===== src/rtl/id_ex_pipe_reg.sv =====
// ID/EX pipeline register: captures decoded operands/controls and precomputes EX-stage
// operand and store-data forwarding selects; detects load-use hazards and inserts bubbles.

module id_ex_fwd_match (
  input  logic [4:0] src,
  input  logic       uses,
  input  logic       ex_we,
  input  logic [4:0] ex_rd,
  input  logic       wb_we,
  input  logic [4:0] wb_rd,
  output logic       ex_hit,
  output logic       wb_hit
);
  // ex_hit wins: the instruction currently in EX carries the newest value
  assign ex_hit = uses & ex_we & (ex_rd != 5'd0) & (ex_rd == src);
  assign wb_hit = uses & wb_we & (wb_rd != 5'd0) & (wb_rd == src) & ~ex_hit;
endmodule

module id_ex_pipe_reg #(
  parameter int CTRL_W = 8
) (
  input  logic              clk,
  input  logic              rst,
  input  logic              ip_stall,
  input  logic              ip_flush,
  input  logic              ip_valid,
  input  logic [31:0]       ip_PC,
  input  logic [31:0]       ip_Data_out1,
  input  logic [31:0]       ip_Data_out2,
  input  logic [31:0]       ip_Imm_Gen,
  input  logic [4:0]        ip_rs1,
  input  logic [4:0]        ip_rs2,
  input  logic [4:0]        ip_rd,
  input  logic              ip_uses_rs1,
  input  logic              ip_uses_rs2,
  input  logic              ip_RegWrite,
  input  logic              ip_MemRead,
  input  logic              ip_MemWrite,
  input  logic [1:0]        ip_ALUSrcA,
  input  logic [1:0]        ip_ALUSrcB,
  input  logic [CTRL_W-1:0] ip_ctrl,
  input  logic [4:0]        ip_EX_MEM_rd,
  input  logic              ip_EX_MEM_RegWrite,
  output logic [31:0]       op_PC,
  output logic [31:0]       op_Data_out1,
  output logic [31:0]       op_Data_out2,
  output logic [31:0]       op_Imm_Gen,
  output logic [4:0]        op_rd,
  output logic              op_RegWrite,
  output logic              op_MemRead,
  output logic              op_MemWrite,
  output logic              op_valid,
  output logic [CTRL_W-1:0] op_ctrl,
  output logic [2:0]        sel_ForwardA,
  output logic [2:0]        sel_ForwardB,
  output logic [1:0]        sel_ForwardS,
  output logic              op_hazard_stall
);
  localparam int NUM_SRC = 2;

  typedef struct packed {
    logic              valid;
    logic              reg_write;
    logic              mem_read;
    logic              mem_write;
    logic [4:0]        rd;
    logic [CTRL_W-1:0] ctrl;
    logic [31:0]       pc;
    logic [31:0]       data1;
    logic [31:0]       data2;
    logic [31:0]       imm;
    logic [2:0]        fwd_a;
    logic [2:0]        fwd_b;
    logic [1:0]        fwd_s;
  } idex_t;

  idex_t idex_q, idex_d;

  logic [NUM_SRC-1:0][4:0] src_idx;
  logic [NUM_SRC-1:0]      src_use;
  logic [NUM_SRC-1:0]      ex_hit;
  logic [NUM_SRC-1:0]      wb_hit;
  logic [2:0]              code_a, code_b;
  logic                    hz;

  assign src_idx = {ip_rs2, ip_rs1};
  assign src_use = {ip_uses_rs2, ip_uses_rs1};

  for (genvar g = 0; g < NUM_SRC; g++) begin : g_src
    id_ex_fwd_match u_match (
      .src    (src_idx[g]),
      .uses   (src_use[g]),
      .ex_we  (idex_q.valid & idex_q.reg_write),
      .ex_rd  (idex_q.rd),
      .wb_we  (ip_EX_MEM_RegWrite),
      .wb_rd  (ip_EX_MEM_rd),
      .ex_hit (ex_hit[g]),
      .wb_hit (wb_hit[g])
    );
  end

  // Load in EX whose rd is read by the ID instruction: data not ready until MEM completes
  assign hz = ip_valid & idex_q.valid & idex_q.mem_read & (idex_q.rd != 5'd0) &
              ((ip_uses_rs1 & (ip_rs1 == idex_q.rd)) | (ip_uses_rs2 & (ip_rs2 == idex_q.rd)));
  assign op_hazard_stall = hz & ~ip_flush & ~rst;

  always_comb begin
    code_a = ex_hit[0] ? 3'b110 : (wb_hit[0] ? 3'b101 : 3'b000);
    code_b = ex_hit[1] ? 3'b110 : (wb_hit[1] ? 3'b101 : 3'b000);

    idex_d           = '0;
    idex_d.valid     = ip_valid;
    idex_d.reg_write = ip_RegWrite;
    idex_d.mem_read  = ip_MemRead;
    idex_d.mem_write = ip_MemWrite;
    idex_d.rd        = ip_rd;
    idex_d.ctrl      = ip_ctrl;
    idex_d.pc        = ip_PC;
    idex_d.data1     = ip_Data_out1;
    idex_d.data2     = ip_Data_out2;
    idex_d.imm       = ip_Imm_Gen;

    case (ip_ALUSrcA)
      2'b00:   idex_d.fwd_a = code_a;
      2'b01:   idex_d.fwd_a = 3'b010;
      2'b10:   idex_d.fwd_a = 3'b011;
      default: idex_d.fwd_a = 3'b000;
    endcase

    case (ip_ALUSrcB)
      2'b00:   idex_d.fwd_b = code_b;
      2'b01:   idex_d.fwd_b = 3'b001;
      2'b10:   idex_d.fwd_b = 3'b010;
      default: idex_d.fwd_b = 3'b000;
    endcase

    // Store data follows rs2 regardless of what feeds the ALU's B port
    if (ip_MemWrite) idex_d.fwd_s = {ex_hit[1], wb_hit[1]};
  end

  always_ff @(posedge clk) begin
    if (rst)
      idex_q <= '0;
    else if (!ip_stall) begin
      if (ip_flush || hz) idex_q <= '0;
      else                idex_q <= idex_d;
    end
  end

  assign op_valid     = idex_q.valid;
  assign op_RegWrite  = idex_q.reg_write;
  assign op_MemRead   = idex_q.mem_read;
  assign op_MemWrite  = idex_q.mem_write;
  assign op_rd        = idex_q.rd;
  assign op_ctrl      = idex_q.ctrl;
  assign op_PC        = idex_q.pc;
  assign op_Data_out1 = idex_q.data1;
  assign op_Data_out2 = idex_q.data2;
  assign op_Imm_Gen   = idex_q.imm;
  assign sel_ForwardA = idex_q.fwd_a;
  assign sel_ForwardB = idex_q.fwd_b;
  assign sel_ForwardS = idex_q.fwd_s;
endmodule


===== config.mk =====
export PLATFORM = sky130hd
export DESIGN_NAME = id_ex_pipe_reg
export DESIGN_NICKNAME = d
export VERILOG_FILES = /design/src/rtl/id_ex_pipe_reg.sv
export SDC_FILE = /design/constraint.sdc
export NUM_CORES = 1
export LEC_CHECK = 0
export BUFFER_PORTS_ARGS = -buffer_cell sky130_fd_sc_hd__buf_2
export CORE_AREA = 2 2 125 127
export CTS_CLUSTER_DIAMETER = 80
export DETAILED_ROUTE_END_ITERATION = 10
export DIE_AREA = 0 0 127 129
export PLACE_DENSITY = 0.79
export SYNTH_ARGS = -nofsm -noshare
export SYNTH_HDL_FRONTEND = slang
export SYNTH_HIERARCHICAL = 1
export SYNTH_SLANG_ARGS = --single-unit

===== constraint.sdc =====
create_clock -name clk -period 1.75 [get_ports clk]
set_input_delay 0.175 -clock clk [delete_from_list [all_inputs] [get_ports clk]]
set_output_delay 0.175 -clock clk [all_outputs]
set_load 0.03 [all_outputs]

# Word level (Yosys, flattened, before mapping)
# Index checks and enable logic that the tools add are counted.
# word_totals
ff_bits	153
in_bits	171
output_inout_bits	154
word_cells	64
# op_classes
n_eq_ne	10
n_mux	8
bitwise	28
reduce_logical	5
# ops
cell	n
153-bit 2-to-1 mux	1
5-bit == test	6
1-bit bitwise AND	23
3-bit case mux with 3 select lines	2
3-bit 2-to-1 mux	4
5-bit nonzero test	2
2-bit by 1-bit == test with 1-bit output (second input constant)	2
2-bit == test (second input constant)	2
2-bit logical NOT	2
1-bit NOT	4
2-bit 2-to-1 mux	1
1-bit logical OR	1
1-bit bitwise OR	1

# Depth between registers and ports, before layout
# Gate-level depths: netlist (run 1).
# logic_depth
word_depth	10
ltp_mapped	7
mapped_depth_nobuf	7

# Hierarchy
# Netlist (run 1), hierarchy kept.
# by_module_without_submodules
mod	instances	cells_each	area_per_inst_um2	seq_area_each_um2
id_ex_pipe_reg	1	387	4933.5	3062.9
id_ex_fwd_match	2	19	157.7	0.0

# Worst setup path after synthesis (run 1)
# OpenSTA, ideal clock, no wires.
# synth_timing
path_kind	register to output
startpoint	register idex_q, in the netlist op_rd[1]
endpoint	output op_hazard_stall
arrival_ps	1996
required_ps	1575
path_slack_ps	-421
path_stages_with_launch	6
path_buffers	0
cell_sequence	dfxtp_1 > xnor2_1 > nand4_1 > o22ai_1 > nand2_1 > nor3_1
# synth_between
elab_chain_len	6
elab_cells_between_ends	10
classes_between	eq/ne (2); bitwise (7); reduce/logical (1)
# synth_lines
element	line	text
from (decl)	77	idex_t idex_q, idex_d;
from (signal assigned)	146	else idex_q <= idex_d;
5-bit == test	104	((ip_uses_rs1 & (ip_rs1 == idex_q.rd)) | (ip_uses_rs2 & (ip_rs2 == idex_q.rd)));
1-bit bitwise AND	104	
1-bit bitwise OR	104	
1-bit bitwise AND (*)	103	assign hz = ip_valid & idex_q.valid & idex_q.mem_read & (idex_q.rd != 5'd0) &
1-bit bitwise AND (*) (2 in series)	105	assign op_hazard_stall = hz & ~ip_flush & ~rst;
to (decl)	57	output logic op_hazard_stall
# Every way passes the cells marked *; elsewhere a longest branch is shown, timed or not.

# Final worst setup path (run 1)
# layout_timing
startpoint	register idex_q, in the netlist op_rd[0]
endpoint	register idex_q, in the netlist op_PC[31]
# layout_between
elab_chain_len	6
elab_cells_between_ends	10
classes_between	eq/ne (2); mux (1); bitwise (5); reduce/logical (2)
# layout_lines
element	line	text
5-bit == test	104	
1-bit bitwise AND	104	
1-bit bitwise OR	104	
1-bit bitwise AND (*)	103	
1-bit logical OR (*)	145	if (ip_flush || hz) idex_q <= '0;
153-bit 2-to-1 mux (*)	145	
# Marks and branches as above.
# A chain may end at the register's enable or synchronous reset.

==> impl_metrics.csv, run 1 <==
group,metric,value,unit
critical_path,endpoint,"op_PC[31]",
yosys,syn_area,5249,µm²
final_layout,multi_input_area,2081,µm²
timing,post-route-min-period,2.059,ns
global_route,grt_pass1_wl,27.66,mm
final_layout,n_antenna_cell,0,
global_route,grt_use_total,21.26,%
routing,routed_wl,19.64,mm
final_layout,layout-drive-gt1-share,45.91,%
routing,viasPerCell,5.025,
final_layout,regArea,3079,µm²
floorplanning,die_x,127,µm
pwr,sw_frac_of_total,27.01,%
clock_network,cts.sinks,153,
pwr,power_switching,0.002302,W
routing,drcViolationCount,0,
run,drv_cap,0,
placed_design,placed_cell_area,7216,µm²
global_route,gr-total-overflow,0,
critical_path,critPathArrivalTime,2.41,ns
clock_network,clock_latency,0.41,ns
timing,worst_slack,-0.3087,ns
clock_network,cts_tree,"done",
critical_path,path_max_fanout,17,
run_status,violations,"setup timing",
yosys,synth_top_flop_cell,"dfxtp_1",
routing,ant_nets,0,
critical_path,crit_cells,8,
final_layout,final_area,9573,µm²
floorplanning,die_area,16380,µm²
yosys,synthTopCellsByArea,"dfxtp_1, a22o_1, xnor2_1",
critical_path,cp_num_buf_inv,4,
yosys,postSynthRegisterBits,153,
floorplanning,start_util,35.05,%
yosys,synth_top_area_share,58.36,%
pwr,clockPowerShare,40.5,%
timing,setup_violations,151,
placed_design,place_congestion,0.8596,
clock_network,cts_made_buffers,17,
yosys,seq_area_frac_synth,58.36,%
critical_path,cpMaxStageDelayCell,"or4_4",
timing,rsz0062_at_grt,"yes",
placed_design,io_buffer_count,324,
clock_network,ctsLongestPathBuffers,2,
final_layout,post-route-util,63.92,%
critical_path,r2r_slack,-0.31,ns
yosys,synthCells,425,
routing,via_count,5608,
yosys,synth.distinct_cells,35,
pwr,power.leakage,4.636,nW
critical_path,end_kind,"flip-flop",
timing,relSlewSlack,72.30,%
yosys,syn-num-nets,598,
critical_path,worstSetupPathType,"reg2reg",
floorplanning,die_y,129,µm
run_status,outcome,"finished with violations",
clock_network,path_clk_slew,0.06,ns
pwr,power.internal,0.006220,W
yosys,avgSynthCellArea,12.35,µm²
final_layout,finalNonFillerCells,1116,
global_route,grt_pass1_vias,5553,
yosys,synth_edf_count,0,
floorplanning,row_count,45,
timing,timing.final.crit_share,117.6,%
floorplanning,ios,325,
pwr,cellPowerDensity,890.2,nW/µm²
routing,wire_per_inst,17.60,µm
critical_path,rr_endpoint,"op_PC[31]",
final_layout,fin_nets,1088,
critical_path,crit_required,2.10,ns
yosys,synth.most_common_cell,"dfxtp_1",
floorplanning,fp.coreArea,14980,µm²
critical_path,worst_path_dominant_cell_family,"buffers and inverters",
pwr,ir_drop,0.5950,mV
placed_design,dpl.cell_count,929,
critical_path,cp_slowest_stage_delay,0.53,ns
global_route,grt_antenna_before_repair,0,
critical_path,rr_startpoint,"op_rd[0]",
critical_path,ff2ff_path_depth,8,
yosys,synth_common_cells,"dfxtp_1, a22o_1, xnor2_1",
timing,max_freq,485.7,MHz
routing,drt-initial-drc-count,261,
placed_design,dp_hpwl,10.56,mm
final_layout,area_growth,82.38,%
yosys,yosys_warnings,6,
critical_path,startpoint_type,"flip-flop",
yosys,async_reset_ff_share,0,%
timing,worst_pin_slew,0.4155,ns
routing,drt-pass1-iter-count,5,
yosys,synth_largest_area_cell,"dfxtp_1",
placed_design,preCtsSetupSlack,-0.1810,ns
pwr,seq_power_share,43.5,%
timing,finClkSkew,0.005806,ns
clock_network,htreeDepth,4,
critical_path,crit_chain,"or4_4 -> o2111ai_2 -> inv_2 -> buf_4 -> a21oi_4 -> buf_12 -> clkbuf_16 -> a22o_1",
timing,hold_viol,0,
critical_path,startpoint,"op_rd[0]",
min_path,hold_path_class,"in2reg",
timing,slew_viol_final,0,
clock_network,cts_root_buf,"clkbuf_16",
pwr,combPwrFrac,16.1,%
global_route,grt_max_degree,81,
final_layout,fillerInstances,1089,
[cells in the final DEF (no fill, tap or decap), types with 2 or more instances in the layout]
cell / count
xnor2_2: 6
dfxtp_1: 146
buf_2: 323
buf_6: 10
buf_4: 16
xnor2_1: 17
nor3_4: 2
clkbuf_16: 22
a21oi_1: 4
clkbuf_8: 2
o211ai_1: 2
dfxtp_2: 4
dlygate4sd3_1: 140
a22o_1: 148
mux2i_1: 2
dfxtp_4: 3
nand2_1: 3
clkinv_2: 2
nor2_1: 6
nor4_1: 2
nand4_1: 5
buf_12: 9
inv_1: 8
inv_8: 2
a32o_1: 2
xor2_1: 2
clkinv_4: 2
o2111ai_1: 2
ha_1: 2
a21o_1: 2
clkinvlp_4: 3
inv_6: 4
o21ai_0: 3
[registers in the layout (all words and copies together) (netlist names)]
signal,cells
op_ctrl,8
op_MemRead,1
op_Data_out2,32
op_valid,1
op_MemWrite,1
sel_ForwardA,3
sel_ForwardS,2
op_Imm_Gen,32
op_rd,5
op_Data_out1,32
sel_ForwardB,3
op_RegWrite,1
op_PC,32
[repair_timing]
action                                  4_1_cts  5_1_grt
pin swaps                                     5       22
gates cloned                                  0        8
endpoints found under the hold margin       139        1
endpoints found under the setup margin      148      152
hold buffers                                139        1
gates resized for setup                      12       20
setup buffers                                 3        5
[metrics by stage]
step | TNS (ns) | power (W) | hold WS (ns)
2_1_floorplan | -7.157 | 0.004344 | 0.3076
3_3_place_gp | -12.95 | 0.004759 | 0.3906
3_5_place_dp | -16.48 | 0.004777 | 0.3937
4_1_cts | -39.03 | 0.008467 | 0.001789
5_1_grt | -46.15 | 0.008819 | 0.006665
6_report | -36.53 | 0.008522 | 0.01791
[worst reg2reg max path, delay by kind of cell, from the launching register on]
kind / cells / cell delay [ns]
AOI/OAI and AO/OA: 3 / 0.55
DFF: 1 / 0.34
and+or+nand+nor: 1 / 0.53
buffers and inverters: 4 / 0.59
[cell type report]
type                       instances  area share [%]
multi-input combinational        230           21.74
sequential                       153           32.17
tap                              188           2.457
clock buffer                      19           4.731
inverter                           9          0.3529
clock inverter                    13           1.124
timing repair buffer             504           37.43
[logic make-up (layout without fill, tap and decap cells)]
kind of cell | Yosys count | after routing | synth area share [%]
multiplexers | 2 | 2 | 0.3814
buffers and inverters | 42 | 545 | 4.982
AND/OR/NAND/NOR | 29 | 29 | 3.028
adder cells (fa/ha/maj) | 2 | 2 | 0.4767
flip-flops | 153 | 153 | 58.36
AO/OA/AOI/OAI | 171 | 171 | 28.44
XOR/XNOR | 26 | 26 | 4.339
[metal layers]
metal	vias up	track usage (%)	wire length, µm
met3	40	5.613	1296
li1	2619	-	-
met5	-	0	0
met4	0	8.274	461
met2	279	38.24	9999
met1	2670	24.19	7880
[power groups by stage]
| stage | combinational [W] | clock, W | sequential, W |
|---|---|---|---|
| after detailed placement | 0.00101 | 0 | 0.00376 |
| after CTS | 0.00126 | 0.00351 | 0.00369 |
| after global routing | 0.00144 | 0.00366 | 0.00371 |
| after global placement | 0.000993 | 0 | 0.00377 |
| final | 0.00137 | 0.00345 | 0.00370 |
| after floorplan | 0.000306 | 0 | 0.00404 |
[worst min-delay path by stage]
stage,startpoint,endpoint,cells after the start
final,ip_PC[24],op_PC[24],2
after global routing,ip_valid,op_valid,2
after CTS,ip_ctrl[4],op_ctrl[4],2
after floorplan,ip_RegWrite,op_RegWrite,1
after global placement,ip_PC[22],op_PC[22],2
after detailed placement,ip_MemRead,op_MemRead,2
No activity file was read; power rests on OpenSTA's default activity.
==> inputs of run 2 (changes only) <==
ABC_CLOCK_PERIOD_IN_PS = 1750   (was unset)
CORE_AREA = 3 3 126 128   (was 2 2 125 127)
DIE_AREA = 0 0 129 131   (was 0 0 127 129)
==> impl_metrics.csv, run 2 (synthesis results as in run 1) <==
group,metric,value,unit
run_status,outcome,"finished with violations",
run_status,violations,"setup timing",
critical_path,crit_cells,9,
clock_network,cts_root_buf,"clkbuf_16",
floorplanning,ios,325,
routing,drcViolationCount,0,
timing,worst_pin_slew,0.4113,ns
floorplanning,die_y,131,µm
timing,slew_viol_final,0,
clock_network,cts_made_buffers,17,
timing,post-route-min-period,2.119,ns
pwr,clockPowerShare,43.3,%
critical_path,ff2ff_path_depth,9,
floorplanning,die_area,16900,µm²
routing,drt-initial-drc-count,251,
final_layout,final_common_cell,"buf_2",
timing,rsz0062_at_grt,"yes",
timing,hold_viol,0,
timing,timing.final.crit_share,121.1,%
min_path,hold_path_class,"in2reg",
critical_path,critPathArrivalTime,2.48,ns
pwr,sw_frac_of_total,26.35,%
floorplanning,fp.coreArea,14980,µm²
global_route,met1_usage,23.65,%
critical_path,startpoint_type,"flip-flop",
final_layout,n_antenna_cell,0,
critical_path,end_kind,"flip-flop",
floorplanning,row_count,45,
clock_network,clock_latency,0.42,ns
min_path,holdPathStages,2,
pwr,seq_power_share,40.9,%
placed_design,dp_hpwl,11.91,mm
timing,tns,-47.10,ns
global_route,grt_max_degree,87,
pwr,ir_drop,0.6149,mV
routing,routed_wl,20.93,mm
timing,worst_slack,-0.3690,ns
pwr,power.leakage,4.769,nW
final_layout,fillerInstances,1043,
global_route,grt_pass1_wl,29.66,mm
global_route,grt_pass1_vias,5769,
pwr,combPwrFrac,15.8,%
routing,drt-pass1-iter-count,4,
critical_path,cp_num_buf_inv,5,
placed_design,place_congestion,0.8186,
critical_path,crit_required,2.11,ns
final_layout,final_cell_mix,"buf_2, a22o_1, dfxtp_1, dlygate4sd3_1, clkbuf_16",
final_layout,area_growth,88.13,%
routing,wire_per_inst,18.49,µm
critical_path,path_max_fanout,9,
critical_path,worstSetupPathType,"reg2reg",
placed_design,preCtsSetupSlack,-0.2039,ns
floorplanning,die_x,129,µm
critical_path,cpMaxStageDelayCell,"or4_4",
routing,viasPerCell,5.109,
timing,max_freq,471.9,MHz
clock_network,cts.sinks,153,
critical_path,crit_chain,"or4_4 -> o2111ai_4 -> inv_2 -> buf_4 -> a21oi_4 -> buf_6 -> buf_12 -> clkbuf_16 -> a22o_1",
clock_network,path_clk_slew,0.07,ns
placed_design,io_buffer_count,324,
global_route,met2_usage,40.09,%
final_layout,fin_nets,1104,
floorplanning,start_util,35.05,%
global_route,grt_antenna_before_repair,0,
pwr,power.internal,0.006656,W
timing,relSlewSlack,72.58,%
global_route,busiest_layer,"met2",
clock_network,cts_tree,"done",
final_layout,layout-drive-gt1-share,46.50,%
timing,setup_violations,150,
routing,ant_nets,0,
timing,finClkSkew,0.007372,ns
run,drv_cap,0,
pwr,cellPowerDensity,915.3,nW/µm²
global_route,gr-total-overflow,0,
global_route,grt_util_met3,7.358,%
critical_path,worst_path_dominant_cell_family,"buffers and inverters",
routing,via_count,5783,
clock_network,htreeDepth,4,
clock_network,ctsLongestPathBuffers,2,
pwr,power_switching,0.002382,W
critical_path,cp_slowest_stage_delay,0.54,ns
global_route,grt_use_total,22.27,%
[run 2: repair_timing]
action                                  CTS  global route
pin swaps                                 7            13
hold buffers                            141             1
cloned                                    2             8
endpoints found under the hold margin   141             1
endpoints found under the setup margin  144           153
buffers inserted                          6             1
gates resized for setup                  38            10
[run 2: final timing paths]
kind	startpoint	endpoint	slack [ns]
worst min-delay path	ip_Imm_Gen[12]	op_Imm_Gen[12]	0.02
worst max-delay path	op_rd[1]	op_Imm_Gen[27]	-0.37
worst max register to register	op_rd[1]	op_Imm_Gen[27]	-0.37
worst min register to register	sel_ForwardB[2]	sel_ForwardB[2]	0.47
[run 2: metal layers]
layer | part of all wire [%] | vias up | routed length, µm
li1 | - | 2651 | -
met1 | 37 | 2760 | 7681
met4 | 3.2 | 0 | 660
met3 | 7.7 | 58 | 1605
met2 | 52 | 314 | 10980
met5 | 0 | - | 0
[run 2: layout make-up]
| type | count | area, µm² | area share (%) |
|---|---|---|---|
| Clock buffer | 18 | 439.2 | 4.448 |
| Sequential cell | 153 | 3077 | 31.16 |
| Tap cell | 188 | 235.2 | 2.382 |
| Multi-Input combinational cell | 230 | 2062 | 20.88 |
| Inverter | 9 | 33.78 | 0.3421 |
| Clock inverter | 14 | 187.7 | 1.901 |
| Timing Repair Buffer | 520 | 3840 | 38.89 |
[run 2: metrics by stage]
stage	hold WS (ns)	cells	cell area, µm²	total power (W)	util, %
2_1_floorplan	0.3076	425	5304	0.004344	-
3_3_place_gp	0.3904	942	7313	0.004783	48.83
3_5_place_dp	0.3933	942	7313	0.004801	48.83
4_1_cts	0.00003908	1123	9604	0.008969	64.13
5_1_grt	0.01199	1132	9874	0.009316	65.93
6_report	0.02062	1132	9874	0.009038	65.93
[run 2: power groups by stage]
stage | sequential, W | clock, W | combinational, W
after floorplan | 0.00404 | 0 | 0.000306
after global placement | 0.00377 | 0 | 0.00102
after detailed placement | 0.00376 | 0 | 0.00104
after CTS | 0.00369 | 0.00394 | 0.00133
after global routing | 0.00371 | 0.00410 | 0.00150
final | 0.00370 | 0.00391 | 0.00143
